$ cat src/rtl/fifo_uart_tx.sv
// fifo_uart_tx: UART transmitter that drains a show-ahead FIFO.
// It pops one word per frame and sends start bit, data LSB first,
// optional even parity, then stop bit. Back-to-back frames have no gap.
// Optional feature macro: FIFO_UART_TX_PARITY_EN (adds the even-parity bit).
module fifo_uart_tx #(
    parameter int Width        = 8,
    parameter int CLKS_PER_BIT = 868
) (
    input  logic             clk,
    input  logic             resetn,
    input  logic [Width-1:0] fifo_data,
    input  logic             fifo_empty,
    output logic             fifo_rd_en,
    input  logic             tx_en,
    output logic             tx,
    output logic             busy,
    output logic             frame_done
);

    localparam int BAUD_W = $clog2(CLKS_PER_BIT);
    localparam int IDX_W  = $clog2(Width) + 1;

    localparam logic [BAUD_W-1:0] BAUD_LAST = BAUD_W'(CLKS_PER_BIT - 1);
    localparam logic [BAUD_W-1:0] BAUD_PRE  = BAUD_W'(CLKS_PER_BIT - 2);
    localparam logic [IDX_W-1:0]  IDX_LAST  = IDX_W'(Width - 1);

    typedef enum logic [2:0] {
        IDLE,
        START,
        DATA,
`ifdef FIFO_UART_TX_PARITY_EN
        PARITY,
`endif
        STOP
    } state_t;

    state_t            state;
    logic [BAUD_W-1:0] baud_cnt;
    logic [IDX_W-1:0]  bit_idx;
    logic [Width-1:0]  shreg;
    logic [Width-1:0]  shreg_next;
    logic              bit_end;
    logic              launch;
`ifdef FIFO_UART_TX_PARITY_EN
    logic              parity_bit;
`endif

    assign bit_end    = (baud_cnt == BAUD_LAST);
    assign shreg_next = shreg >> 1;

    // A new frame may start from IDLE or in the very last stop-bit cycle;
    // gated by resetn so no pop can leak out while reset is held.
    assign launch     = resetn && tx_en && !fifo_empty &&
                        ((state == IDLE) || ((state == STOP) && bit_end));
    assign fifo_rd_en = launch;

    // Frame FSM with registered line, busy and done outputs.
    always_ff @(posedge clk or negedge resetn) begin
        if (!resetn) begin
            state      <= IDLE;
            baud_cnt   <= '0;
            bit_idx    <= '0;
            shreg      <= '0;
            tx         <= 1'b1;
            busy       <= 1'b0;
            frame_done <= 1'b0;
`ifdef FIFO_UART_TX_PARITY_EN
            parity_bit <= 1'b0;
`endif
        end else begin
            // Raised one cycle early so the registered pulse lands on the final stop cycle.
            frame_done <= (state == STOP) && (baud_cnt == BAUD_PRE);

            if (launch) begin
                // The word is captured here; later changes on fifo_data are ignored.
                shreg    <= fifo_data;
                bit_idx  <= '0;
                baud_cnt <= '0;
                state    <= START;
                tx       <= 1'b0;
                busy     <= 1'b1;
`ifdef FIFO_UART_TX_PARITY_EN
                parity_bit <= ^fifo_data;
`endif
            end else begin
                case (state)
                    IDLE: begin
                        tx   <= 1'b1;
                        busy <= 1'b0;
                    end
                    START: begin
                        if (bit_end) begin
                            baud_cnt <= '0;
                            state    <= DATA;
                            tx       <= shreg[0];
                        end else begin
                            baud_cnt <= baud_cnt + 1'b1;
                        end
                    end
                    DATA: begin
                        if (bit_end) begin
                            baud_cnt <= '0;
                            shreg    <= shreg_next;
                            if (bit_idx == IDX_LAST) begin
                                bit_idx <= '0;
`ifdef FIFO_UART_TX_PARITY_EN
                                state   <= PARITY;
                                tx      <= parity_bit;
`else
                                state   <= STOP;
                                tx      <= 1'b1;
`endif
                            end else begin
                                bit_idx <= bit_idx + 1'b1;
                                tx      <= shreg_next[0];
                            end
                        end else begin
                            baud_cnt <= baud_cnt + 1'b1;
                        end
                    end
`ifdef FIFO_UART_TX_PARITY_EN
                    PARITY: begin
                        if (bit_end) begin
                            baud_cnt <= '0;
                            state    <= STOP;
                            tx       <= 1'b1;
                        end else begin
                            baud_cnt <= baud_cnt + 1'b1;
                        end
                    end
`endif
                    STOP: begin
                        // Reaching here on bit_end means no launch: return to idle.
                        if (bit_end) begin
                            baud_cnt <= '0;
                            state    <= IDLE;
                            busy     <= 1'b0;
                            tx       <= 1'b1;
                        end else begin
                            baud_cnt <= baud_cnt + 1'b1;
                        end
                    end
                    default: begin
                        state    <= IDLE;
                        baud_cnt <= '0;
                        busy     <= 1'b0;
                        tx       <= 1'b1;
                    end
                endcase
            end
        end
    end

endmodule

$ cat config.mk
export PLATFORM = sky130hd
export DESIGN_NAME = fifo_uart_tx
export DESIGN_NICKNAME = d
export VERILOG_FILES = /design/src/rtl/fifo_uart_tx.sv
export SDC_FILE = /design/constraint.sdc
export NUM_CORES = 1
export LEC_CHECK = 0
export ABC_AREA = 1
export CAP_MARGIN = 40
export CORE_ASPECT_RATIO = 1.4
export CORE_MARGIN = 4
export CORE_UTILIZATION = 50
export DETAILED_ROUTE_END_ITERATION = 10
export GPL_TIMING_DRIVEN = 0
export MAX_ROUTING_LAYER = met4
export PLACE_DENSITY = 0.74
export SYNTH_ARGS = -nofsm -noshare
export SYNTH_HDL_FRONTEND = slang
export SYNTH_SLANG_ARGS = --single-unit
$ cat constraint.sdc
create_clock -name clk -period 1.7 [get_ports clk]
set_clock_uncertainty 0.05 [all_clocks]
set_input_delay 0.17 -clock clk [delete_from_list [all_inputs] [get_ports clk]]
set_output_delay 0.17 -clock clk [all_outputs]
set_load 0.1 [all_outputs]
== Word-level counts from Yosys, hierarchy flattened ==
Cells that the tools add are included.

* Register bits after elaboration: 28
* Bits in latches: 0
* Memory bits (writable): 0
* Memory bits (read-only): 0
* Bits of input ports: 12
* Output and inout bits: 4
* Logic and storage cells: 62
* Memories: 0

* Add/subtract/negate cells: 2
* Multiply operators: 0
* Div/mod/pow operators: 0
* Magnitude comparators: 0
* Equality and inequality tests: 12
* Shift operators: 0
* Multiplexer cells: 25
* Bitwise gates (word level): 0
* Reduce and logical (&&, ||, !) cells: 16

{| class="wikitable"
|+ Operators with widths
! kind !! number
|-
| 8-bit two-way mux || 3
|-
| 10-bit == test (second input constant) || 2
|-
| 10-bit two-way mux || 2
|-
| 10-bit case mux with 2 select lines || 1
|-
| 4-bit two-way mux || 4
|-
| 3-bit two-way mux || 5
|-
| 3-bit != test (second input constant) || 4
|-
| 3-bit case mux with 4 select lines || 1
|-
| 10-bit by 1-bit adder with 10-bit output (second input constant) || 1
|-
| 1-bit two-way mux || 7
|-
| 3-bit by 2-bit == test with 1-bit output (second input constant) || 2
|-
| 1-bit logical AND || 5
|-
| 5-bit AND reduction || 1
|-
| 4-bit by 1-bit adder with 4-bit output (second input constant) || 1
|-
| 4-bit by 3-bit == test with 1-bit output (second input constant) || 1
|-
| 2-bit AND reduction || 2
|-
| 2-bit nonzero test || 2
|-
| 3-bit by 1-bit == test with 1-bit output (second input constant) || 1
|-
| 3-bit zero test || 1
|-
| 1-bit case mux with 3 select lines || 1
|-
| 3-bit AND reduction || 1
|-
| 3-bit OR reduction || 1
|-
| 2-bit by 1-bit != test with 1-bit output (second input constant) || 1
|-
| 2-bit != test (second input constant) || 1
|-
| 4 further kinds || 4
|}

== Longest topological paths before layout ==
* Depth after elaboration: 6
* Depth in mapped cells: 11
* Mapped depth without buffers: 10

== Worst setup path after synthesis ==
No wires, ideal clock.

* Path kind: register to register
* Start: reg baud_cnt[1]
* End: reg shreg[0]
* Library setup time: 0.116 ns
* Data arrival time: 1.513 ns
* Data required time: 1.534 ns
* Slack: 0.020 ns
* Stages on the path, launching flop included: 10
* Path buffers: 1
* Period minus slack after synthesis: 1.680 ns
* Path through: dfrtp_1 > ha_1 > nand2_1 > nor2_1 > nand3_2 > a21oi_2 > buf_4 > o21ai_0 > nand2_1 > nand2_1

* Longest elaborated chain between the ends: 6
* Elaborated cells between the ends (all ways): 8
* Those cells by class: 1 x eq/ne; 1 x mux; 6 x reduce/logical

{| class="wikitable"
|+ Ends and longest elaborated chain
! element !! line !! text
|-
| from (decl) || 38 || <nowiki>logic [BAUD_W-1:0] baud_cnt;</nowiki>
|-
| from (signal assigned) || 97 || <nowiki>baud_cnt <= baud_cnt + 1'b1;</nowiki>
|-
| from (signal assigned) || 118 || <nowiki>baud_cnt <= baud_cnt + 1'b1;</nowiki>
|-
| from (signal assigned) || 140 || <nowiki>baud_cnt <= baud_cnt + 1'b1;</nowiki>
|-
| 10-bit == test * || 48 || <nowiki>assign bit_end = (baud_cnt == BAUD_LAST);</nowiki>
|-
| 1-bit logical AND * || 54 || <nowiki>((state == IDLE) || ((state == STOP) && bit_end));</nowiki>
|-
| 1-bit logical OR * || 54 ||
|-
| 1-bit logical AND * || 53 || <nowiki>assign launch = resetn && tx_en && !fifo_empty &&</nowiki>
|-
| via fifo_rd_en || 13 || <nowiki>output logic fifo_rd_en,</nowiki>
|-
| 2-bit nonzero test (no source line) || -- ||
|-
| 2-bit AND reduction (no source line) || -- ||
|-
| to (signal assigned) || 76 || <nowiki>shreg <= fifo_data;</nowiki>
|-
| to (signal assigned) || 103 || <nowiki>shreg <= shreg_next;</nowiki>
|-
| to (decl) || 40 || <nowiki>logic [Width-1:0] shreg;</nowiki>
|}

Mark *: on every way through the listed nets, which the timed path passes. The rest lies on a longest branch.
A chain may end at the register's enable or synchronous reset.

== Final worst setup path ==
* Start: reg state[0]
* End: out fifo_rd_en

* Longest elaborated chain between the ends: 4
* Elaborated cells between the ends (all ways): 5
* Those cells by class: 1 x eq/ne; 4 x reduce/logical

{| class="wikitable"
|+ Ends and longest elaborated chain
! element !! line !! text
|-
| from (decl) || 37 || <nowiki>state_t state;</nowiki>
|-
| from (signal assigned) || 60 || <nowiki>state <= IDLE;</nowiki>
|-
| from (signal assigned) || 79 || <nowiki>state <= START;</nowiki>
|-
| from (signal assigned) || 94 || <nowiki>state <= DATA;</nowiki>
|-
| 3-bit by 2-bit == test with 1-bit output || 54 ||
|-
| 1-bit logical AND || 54 ||
|-
| 1-bit logical OR * || 54 ||
|-
| 1-bit logical AND * || 53 ||
|-
| to (decl) || 13 ||
|}

Every way passes the cells marked *; elsewhere a longest branch is shown, timed or not.

==> flow_metrics.env <==
export IMPL_stdcell_count=286
export IMPL_synthCells=199
export IMPL_synth_ff_type="dfrtp_1"
export IMPL_die_area_um2=4140
export IMPL_postRouteAntennaNets=0
export IMPL_wl_per_cell_um=15.3
export IMPL_yosys_register_bits=27
export IMPL_clk_latency_ns=0.27
export IMPL_yosysWarnings=0
export IMPL_post_synth_top_area_cell="dfrtp_1"
export IMPL_leakagePower_nw=1.12
export IMPL_rsz0062_at_grt="true"
export IMPL_ir_drop_mv=1.00
export IMPL_cts_buffers=3
export IMPL_clk_pin_slew_ns=0.09
export IMPL_worst_pin_slew_ns=0.797
export IMPL_drt_wl_total_mm=4.38
export IMPL_slew_violations=0
export IMPL_num_vias=1562
export IMPL_clockRootBuffer="clkbuf_8"
export IMPL_first_pass_iters=4
export IMPL_crit_path_end_kind="primary output"
export IMPL_crit_family="buffers and inverters"
export IMPL_ys_seq_area_share_pct=42.8
export IMPL_criticalPathCategory="register to primary output"
export IMPL_cts_tree="yes"
export IMPL_dp_hpwl_mm=2.61
export IMPL_pre_cts_ws_ns=-1.03
export IMPL_row_count=23
export IMPL_grt_ovfl_total=0
export IMPL_area_delta_synth_final_pct=42.5
export IMPL_via_per_inst=5.46
export IMPL_fin_nets=270
export IMPL_setup_viol=13
export IMPL_crit_fanout=4
export IMPL_max_cap_violations=0
export IMPL_clock_sinks=27
export IMPL_worstHoldPathType="primary input to async pin"
export IMPL_postSynthAreaPerCell_um2=7.94
export IMPL_ioPinCount=16
export IMPL_critPathBufInv=4
export IMPL_grtUsageTotal_pct=20.4
export IMPL_initialDrtViolationCount=68
export IMPL_required_ns=1.48
export IMPL_crit_slowest_cell="dfrtp_1"
export IMPL_cts_buffer_depth=2
export IMPL_p_per_area_nw_per_um2=1360
export IMPL_synthArstFlopShare_pct=100
export IMPL_setup_ws_ns=-0.110
export IMPL_cp_start_kind="register"
export IMPL_finalHoldViolations=0
export IMPL_grt_pass1_vias=1513
export IMPL_fmax_mhz=552
export IMPL_die_h_um=74.5
export IMPL_min_period_over_period_pct=106
export IMPL_outcome="finished with violations"
export IMPL_min_period_ns=1.81
export IMPL_yosysMostFrequentCell="nand2_1"
export IMPL_grt_pass1_wl_mm=6.45
export IMPL_port_buffers=15
export IMPL_synthTopCellsByArea="dfrtp_1, nand2_1, ha_1, inv_1, nand3_1"
export IMPL_cp_common_cell="inv_2"
export IMPL_synth_distinct_cells=30
export IMPL_grt_max_degree=17
export IMPL_netlist_area_leader_share_pct=41.2
export IMPL_die_x_um=55.5
export IMPL_diodes=0
export IMPL_antenna_found_initial=0
export IMPL_cp_arrival_ns=1.59
export IMPL_synth_edff_count=0
export IMPL_syn_num_nets=219
export IMPL_critPathMaxStageDelay_ns=0.44
export IMPL_start_util_pct=53.8
export IMPL_htree_levels=1
export IMPL_routabilityCongestion=0.798
export IMPL_violations="negative setup slack"
export IMPL_netlist_top_cells_count="nand2_1, dfrtp_1, inv_1"
export IMPL_netlist_area_um2=1580
export IMPL_fp_coreArea_um2=2940
export IMPL_path_cells="inv_2, ha_1, inv_2, a21oi_4, buf_6, buf_12"
export IMPL_p_total_mw=3.05
export IMPL_drc=0
export IMPL_place_inst=256
export IMPL_drive_above_1_share_pct=28.1
export IMPL_slew_headroom_pct=46.7
## area by class of cell
cell class / instances / area (um^2)
clock inverter: 1 / 5.00
tap: 37 / 46.3
timing repair buffer: 45 / 478
buffer: 4 / 45.0
multi-input combinational: 147 / 870
clock buffer: 3 / 41.3
timing repair inverter: 1 / 6.26
fill: 205 / 683
inverter: 21 / 83.8
sequential: 27 / 677
## where the power goes
group	switching [mW]	internal (mW)
sequential	0.149	0.846
combinational	0.985	0.705
clock	0.205	0.164
## worst paths after layout
kind | startpoint | endpoint | slack, ns | cells past startpoint
hold reg to reg | shreg[7]$_DFFE_PN0P_ | shreg[7]$_DFFE_PN0P_ | 0.43 | 2
setup / recovery | state[0]$_DFFE_PN0P_ | fifo_rd_en | -0.11 | 6
setup reg to reg | baud_cnt[0]$_DFFE_PN0N_ | bit_idx[2]$_DFFE_PN0P_ | -0.07 | 12
max in group asynchronous | resetn | shreg[0]$_DFFE_PN0P_ | 0.33 | 3
min in group clk | fifo_data[7] | shreg[7]$_DFFE_PN0P_ | 0.37 | 3
hold / removal | resetn | tx$_DFFE_PN1P_ | 0.07 | 2
## cell usage in the layout, fill, tap and decap left out, types with 5 or more instances in the layout
master / n
buf_4: 20
clkdlybuf4s50_1: 12
inv_1: 16
nor2_1: 9
a21oi_1: 9
nand2_1: 69
nand3_1: 12
xor2_1: 6
dfrtp_1: 26
o21ai_1: 5
buf_6: 5
## flip-flops by register name (all words and copies together), names as in the netlist
register,cells
baud_cnt,10
bit_idx,4
busy,1
frame_done,1
shreg,8
state,2
tx,1
## kinds of logic (layout without fill, tap and decap cells)
logic type,count (synthesis),in the layout,synth area share [%]
AND/OR/NAND/NOR,108,109,30.1
flip-flops,27,27,42.8
buffers and inverters,26,75,7.92
AO/OA/AOI/OAI,23,23,8.95
adder cells (fa/ha/maj),8,8,6.33
XOR/XNOR,7,7,3.88
## through the flow
stage	utilization (%)	hold slack (ns)	area [um^2]	setup TNS, ns
after detailed placement	63.5	0.409	1860	-15.09
final	76.7	0.0688	2250	-0.627
after CTS	69.3	0.0410	2030	-0.118
after global routing	76.7	0.0485	2250	-2.39
after floorplan	-	-0.176	1580	0
after global placement	60.5	0.405	1780	-27.56
## routing by layer
layer,global-route usage [%],wire length (um),vias to the layer above
li1,-,-,737
met1,20.4,1660,743
met2,38.9,2360,65
met3,2.43,185,17
met4,10.3,170,0
met5,-,0,-
## timing repair
item	in CTS	in global routing
cloned	0	4
setup buffers	13	10
pin swaps	6	6
gates resized for setup	12	25
endpoints found under the hold margin	10	0
hold buffers	2	0
setup endpoints to repair	28	22
Note: power is estimated with default switching activity, not from simulation.
